--- src/rtl/cpu_dbg_pkg.sv ---
// cpu_dbg_pkg: shared sequencer states, dump-beat record and default
// register-file sizes for the run/dump controller and debug read port.
package cpu_dbg_pkg;

  localparam int DATA_W_DEF  = 32;
  localparam int REG_CNT_DEF = 32;
  localparam int ADDR_W_DEF  = 5;

  typedef enum logic [2:0] {
    S_IDLE,
    S_HOLD,
    S_RUN,
    S_RD,
    S_OUT,
    S_DONE
  } state_e;

  typedef struct packed {
    logic [ADDR_W_DEF-1:0] idx;
    logic [DATA_W_DEF-1:0] data;
  } dump_beat_t;

endpackage

--- src/rtl/dump_stream_reg.sv ---
// dump_stream_reg: valid/ready holding register for one dump beat;
// load captures a beat, it is held until accepted, clear zeroes it.
module dump_stream_reg
  import cpu_dbg_pkg::*;
#(
  parameter int DATA_W = DATA_W_DEF,
  parameter int ADDR_W = ADDR_W_DEF
) (
  input  logic              clk_i,
  input  logic              rst_i,
  input  logic              clr_i,
  input  logic              load_i,
  input  logic [ADDR_W-1:0] idx_i,
  input  logic [DATA_W-1:0] data_i,
  input  logic              ready_i,
  output logic              valid_o,
  output logic              fire_o,
  output logic [ADDR_W-1:0] idx_o,
  output logic [DATA_W-1:0] data_o
);

  logic              valid_q, valid_d;
  logic [ADDR_W-1:0] idx_q, idx_d;
  logic [DATA_W-1:0] data_q, data_d;

  assign fire_o  = valid_q & ready_i;
  assign valid_o = valid_q;
  assign idx_o   = idx_q;
  assign data_o  = data_q;

  always_comb begin
    valid_d = valid_q;
    idx_d   = idx_q;
    data_d  = data_q;
    if (clr_i) begin
      valid_d = 1'b0;
      idx_d   = '0;
      data_d  = '0;
    end else if (load_i) begin
      valid_d = 1'b1;
      idx_d   = idx_i;
      data_d  = data_i;
    end else if (fire_o) begin
      valid_d = 1'b0;
    end
  end

  always_ff @(posedge clk_i or negedge rst_i) begin
    if (!rst_i) begin
      valid_q <= 1'b0;
      idx_q   <= '0;
      data_q  <= '0;
    end else begin
      valid_q <= valid_d;
      idx_q   <= idx_d;
      data_q  <= data_d;
    end
  end

endmodule

--- src/rtl/cpu_run_dump_ctrl.sv ---
// cpu_run_dump_ctrl: reset/run the CPU for a fixed cycle count, then stream
// the register file out; CPU_RUN_DUMP_HALT_EN adds halt_i to end RUN early.
module cpu_run_dump_ctrl
  import cpu_dbg_pkg::*;
#(
  parameter int DATA_W     = DATA_W_DEF,
  parameter int REG_CNT    = REG_CNT_DEF,
  parameter int ADDR_W     = ADDR_W_DEF,
  parameter int CNT_W      = 16,
  parameter int RUN_CYCLES = 15,
  parameter int RST_HOLD   = 1
) (
  input  logic              clk_i,
  input  logic              rst_i,
  input  logic              start_i,
`ifdef CPU_RUN_DUMP_HALT_EN
  input  logic              halt_i,
`endif
  output logic              cpu_rst_n_o,
  output logic              cpu_run_o,
  output logic [ADDR_W-1:0] dbg_addr_o,
  input  logic [DATA_W-1:0] dbg_data_i,
  output logic              dump_valid_o,
  input  logic              dump_ready_i,
  output logic [ADDR_W-1:0] dump_idx_o,
  output logic [DATA_W-1:0] dump_data_o,
  output logic [CNT_W-1:0]  cycle_cnt_o,
  output logic              busy_o,
  output logic              done_o
);

  localparam int HW = $clog2(RST_HOLD + 1);
  localparam logic [HW-1:0]     HOLD_LAST = HW'(RST_HOLD - 1);
  localparam logic [CNT_W-1:0]  RUN_LAST  = CNT_W'(RUN_CYCLES - 1);
  localparam logic [ADDR_W-1:0] IDX_LAST  = ADDR_W'(REG_CNT - 1);

  state_e            state_q, state_d;
  logic [HW-1:0]     hold_q, hold_d;
  logic [ADDR_W-1:0] idx_q, idx_d;
  logic [CNT_W-1:0]  cnt_q, cnt_d;
  logic              rst_n_q, run_q, busy_q, done_q;
  logic              load, clr, fire, halt;

`ifdef CPU_RUN_DUMP_HALT_EN
  assign halt = halt_i;
`else
  assign halt = 1'b0;
`endif

  always_comb begin
    state_d = state_q;
    hold_d  = hold_q;
    idx_d   = idx_q;
    cnt_d   = cnt_q;
    load    = 1'b0;
    clr     = 1'b0;
    unique case (state_q)
      S_IDLE, S_DONE: begin
        if (start_i) begin
          state_d = S_HOLD;
          hold_d  = '0;
          cnt_d   = '0;
          idx_d   = '0;
          clr     = 1'b1;
        end
      end
      S_HOLD: begin
        if (hold_q == HOLD_LAST) state_d = S_RUN;
        else hold_d = hold_q + 1'b1;
      end
      S_RUN: begin
        // the cycle that sees halt still counts as run
        cnt_d = cnt_q + 1'b1;
        if (cnt_q == RUN_LAST || halt) begin
          state_d = S_RD;
          idx_d   = '0;
        end
      end
      S_RD: begin
        load    = 1'b1;
        state_d = S_OUT;
      end
      S_OUT: begin
        if (fire) begin
          if (idx_q == IDX_LAST) begin
            state_d = S_DONE;
          end else begin
            idx_d   = idx_q + 1'b1;
            state_d = S_RD;
          end
        end
      end
      default: state_d = S_IDLE;
    endcase
  end

  always_ff @(posedge clk_i or negedge rst_i) begin
    if (!rst_i) begin
      state_q <= S_IDLE;
      hold_q  <= '0;
      idx_q   <= '0;
      cnt_q   <= '0;
      rst_n_q <= 1'b0;
      run_q   <= 1'b0;
      busy_q  <= 1'b0;
      done_q  <= 1'b0;
    end else begin
      state_q <= state_d;
      hold_q  <= hold_d;
      idx_q   <= idx_d;
      cnt_q   <= cnt_d;
      rst_n_q <= state_d inside {S_RUN, S_RD, S_OUT, S_DONE};
      run_q   <= state_d == S_RUN;
      busy_q  <= state_d inside {S_HOLD, S_RUN, S_RD, S_OUT};
      done_q  <= state_d == S_DONE;
    end
  end

  dump_stream_reg #(
    .DATA_W(DATA_W),
    .ADDR_W(ADDR_W)
  ) u_stream (
    .clk_i  (clk_i),
    .rst_i  (rst_i),
    .clr_i  (clr),
    .load_i (load),
    .idx_i  (idx_q),
    .data_i (dbg_data_i),
    .ready_i(dump_ready_i),
    .valid_o(dump_valid_o),
    .fire_o (fire),
    .idx_o  (dump_idx_o),
    .data_o (dump_data_o)
  );

  assign dbg_addr_o  = idx_q;
  assign cpu_rst_n_o = rst_n_q;
  assign cpu_run_o   = run_q;
  assign busy_o      = busy_q;
  assign done_o      = done_q;
  assign cycle_cnt_o = cnt_q;

endmodule

--- config.mk ---
export PLATFORM = sky130hd
export DESIGN_NAME = cpu_run_dump_ctrl
export DESIGN_NICKNAME = d
export VERILOG_FILES = /design/src/rtl/cpu_dbg_pkg.sv /design/src/rtl/dump_stream_reg.sv /design/src/rtl/cpu_run_dump_ctrl.sv
export SDC_FILE = /design/constraint.sdc
export NUM_CORES = 1
export LEC_CHECK = 0
export BUFFER_PORTS_ARGS = -buffer_cell sky130_fd_sc_hd__buf_2
export CORE_MARGIN = 3
export CORE_UTILIZATION = 30
export CTS_CLUSTER_SIZE = 16
export DETAILED_ROUTE_END_ITERATION = 8
export GPL_TIMING_DRIVEN = 0
export MAX_ROUTING_LAYER = met4
export PLACE_DENSITY = 0.52
export SLEW_MARGIN = 30
export SYNTH_ARGS = -nofsm -noshare
export SYNTH_HDL_FRONTEND = slang
export SYNTH_SLANG_ARGS = --single-unit
--- constraint.sdc ---
create_clock -name clk_i -period 2.8 [get_ports clk_i]
set_input_delay 0.28 -clock clk_i [delete_from_list [all_inputs] [get_ports clk_i]]
set_output_delay 0.28 -clock clk_i [all_outputs]
set_load 0.05 [all_outputs]
==> impl_metrics.ini <==
[run_status]
run_status = completed

[critical_path]
path_class = register to register
crit_fanout = 6
critPathLaunchType = register
endpoint_kind = register
crit_required_ns = 3.08
crit_arrival_ns = 2.16

[logic_synthesis]
synth-seq-cells = 66
yosys.area.top_type_share_pct = 54.5
synth_edf_count = 0
async_flop_share_pct = 100
yosys-top-cells-area = dfrtp_1 (55%), nand2_1 (11%), a21oi_1 (7.1%)
ys_seq_area_share_pct = 54.5
syn_inst = 316
synth_area_mm2 = 0.00303
ys.flop_type = dfrtp_1
yosysTopAreaCell = dfrtp_1
ys_warn_count = 0
syn-num-nets = 356
ys_types = 45
avgSynthCellArea_um2 = 9.59

[cells_and_area]
diodes = 0
final_cell_mix = buf_2 (104), nand2_1 (86), dfrtp_1 (66)
final_nets = 467
final_common_cell = buf_2
area_delta_synth_final_pct = 30.5
fin_util_pct = 40.3
fin_cells = 565
design_area_mm2 = 0.00395
drive_gt1_share_pct = 31.9

[global_route]
antenna_found_initial = 0
grt_overflow_total = 0
grt_first_pass_wirelength_um = 13000
grt_max_degree = 37
first_global_vias = 2478
grt_usage_pct = 15.0

[job]
maxCapViolCount = 0

[sta]
finClkSkew_ns = 0.00655
setup_ws_ns = 0.921
grt_setup_unrepaired = false
maxSlewViolCount = 0
tightest_slew_ns = 0.491
tns_ns = 0
fin_crit_sh_pct = 67.1
max_clock_freq_ghz = 0.532
whs_ns = 0.150
setup_viol = 0
fin_crit_ns = 1.88
hold_violations = 0
max_slew_margin_pct = 67.2

[detailed_routing]
wl_um = 7980
postRouteAntennaNets = 0
drc_errors = 0
drt_first_pass_iters = 6
via_count = 2664
drt_iter0_drc = 133
wl_per_cell_um = 14.1
via_per_inst = 4.72

[placed_design]
place_area_mm2 = 0.00371
place.gp.congestion = 0.768
place_inst = 548
post-place-ws_ns = 0.930
port_buffers = 98
dp_hpwl_um = 5780

[floorplanning]
die_w_um = 107
initial_core_util_pct = 30.9
io_pins = 99
die-area_mm2 = 0.0113
rows = 36
dieHeight_um = 107
coreArea_mm2 = 0.00982

[clocking]
cts_tree = yes
clkTransAtPathRegs_ns = 0.08
post_cts_resized = 0
cts_buffers = 9
cts_root_buffer = clkbuf_8
clk_latency_ns = 0.35
clock_sinks = 66
cts_max_path_buffers = 2
h-tree-depth = 3

[power]
max-vdd-ir-drop_mv = 0.356
finalPower_mw = 4.85
p_leak_nw = 1.97
p_per_area_mw_per_mm2 = 1230

[worst_hold_path]
hold_class = primary input to register
[worst max-delay path, cell delays in order (launching register included)]
cell	delay (ns)
dfrtp_1	0.45
ha_1	0.26
and3_1	0.19
ha_1	0.18
nand3b_1	0.26
nor2_2	0.23
a21oi_1	0.09
a31oi_1	0.14
[final timing paths]
| kind | depth (start not counted) | to | startpoint | slack, ns |
|---|---|---|---|---|
| worst max-delay path | 7 | dbg_addr_o[2] | dbg_addr_o[0] | 0.92 |
| max in group asynchronous | 3 | dbg_addr_o[4] | rst_i | 1.87 |
| min in group asynchronous | 2 | u_stream.data_o[12] | rst_i | 0.40 |
| worst min register to register | 2 | u_stream.data_o[9] | u_stream.data_o[9] | 0.52 |
| worst min-delay path | 3 | u_stream.data_o[1] | dbg_data_i[1] | 0.15 |
| worst max register to register | 7 | dbg_addr_o[2] | dbg_addr_o[0] | 0.92 |
[timing repair]
item / in CTS / in global routing
hold buffers: 1 / 0
endpoints found under the hold margin: 30 / 0
setup buffers: 0 / 0
[cell type report]
class / instances / area, µm²
sequential: 66 / 1650
clock inverter: 5 / 103
multi-input combinational: 225 / 1230
timing repair buffer: 100 / 523
tap: 133 / 166
clock buffer: 11 / 131
buffer: 18 / 118
inverter: 7 / 26.3
fill: 1050 / 5870
[cells in the mapped netlist, types with 2 or more instances]
| cell | count |
|---|---|
| a21oi_1 | 43 |
| a22oi_1 | 2 |
| a31oi_1 | 3 |
| and2_1 | 2 |
| and3_1 | 5 |
| and4_1 | 3 |
| buf_2 | 7 |
| buf_4 | 3 |
| buf_6 | 4 |
| clkbuf_1 | 4 |
| dfrtp_1 | 66 |
| ha_1 | 4 |
| inv_1 | 7 |
| mux2i_1 | 4 |
| nand2_1 | 86 |
| nand3_1 | 10 |
| nand3b_1 | 2 |
| nand4_1 | 7 |
| nor2_1 | 4 |
| nor2_2 | 3 |
| nor2b_1 | 2 |
| nor4_1 | 2 |
| o211ai_1 | 2 |
| o21ai_0 | 17 |
| o31ai_1 | 2 |
| or3b_1 | 2 |
| xnor2_1 | 2 |
[registers in the layout (all words and copies together), names as in the netlist]
name              count
busy_o                1
cpu_rst_n_o           1
cpu_run_o             1
cycle_cnt_o          16
dbg_addr_o            5
done_o                1
state_q               3
u_stream.data_o      32
u_stream.idx_o        5
u_stream.valid_o      1
[logic make-up after synthesis]
family | synth area share, %
AO/OA/AOI/OAI | 15.4
flip-flops | 54.5
XOR/XNOR | 0.578
adder cells (fa/ha/maj) | 1.65
AND/OR/NAND/NOR | 21.8
buffers and inverters | 4.75
multiplexers | 1.32
[metal layers]
metal	GRT usage, %	vias up	routed length (µm)
met5	-	-	0
met4	5.94	0	205
met2	22.4	56	3770
met3	3.10	14	304
met1	20.0	1284	3700
li1	-	1310	-
[power breakdown]
group / switching, mW / internal [mW] / leakage [nW]
logic: 1.82 / 0.653 / 0.965
registers: 0.163 / 1.25 / 0.894
clock network: 0.377 / 0.591 / 0.114
total: 2.36 / 2.50 / 1.97
Note: power is estimated with default switching activity, not from simulation.
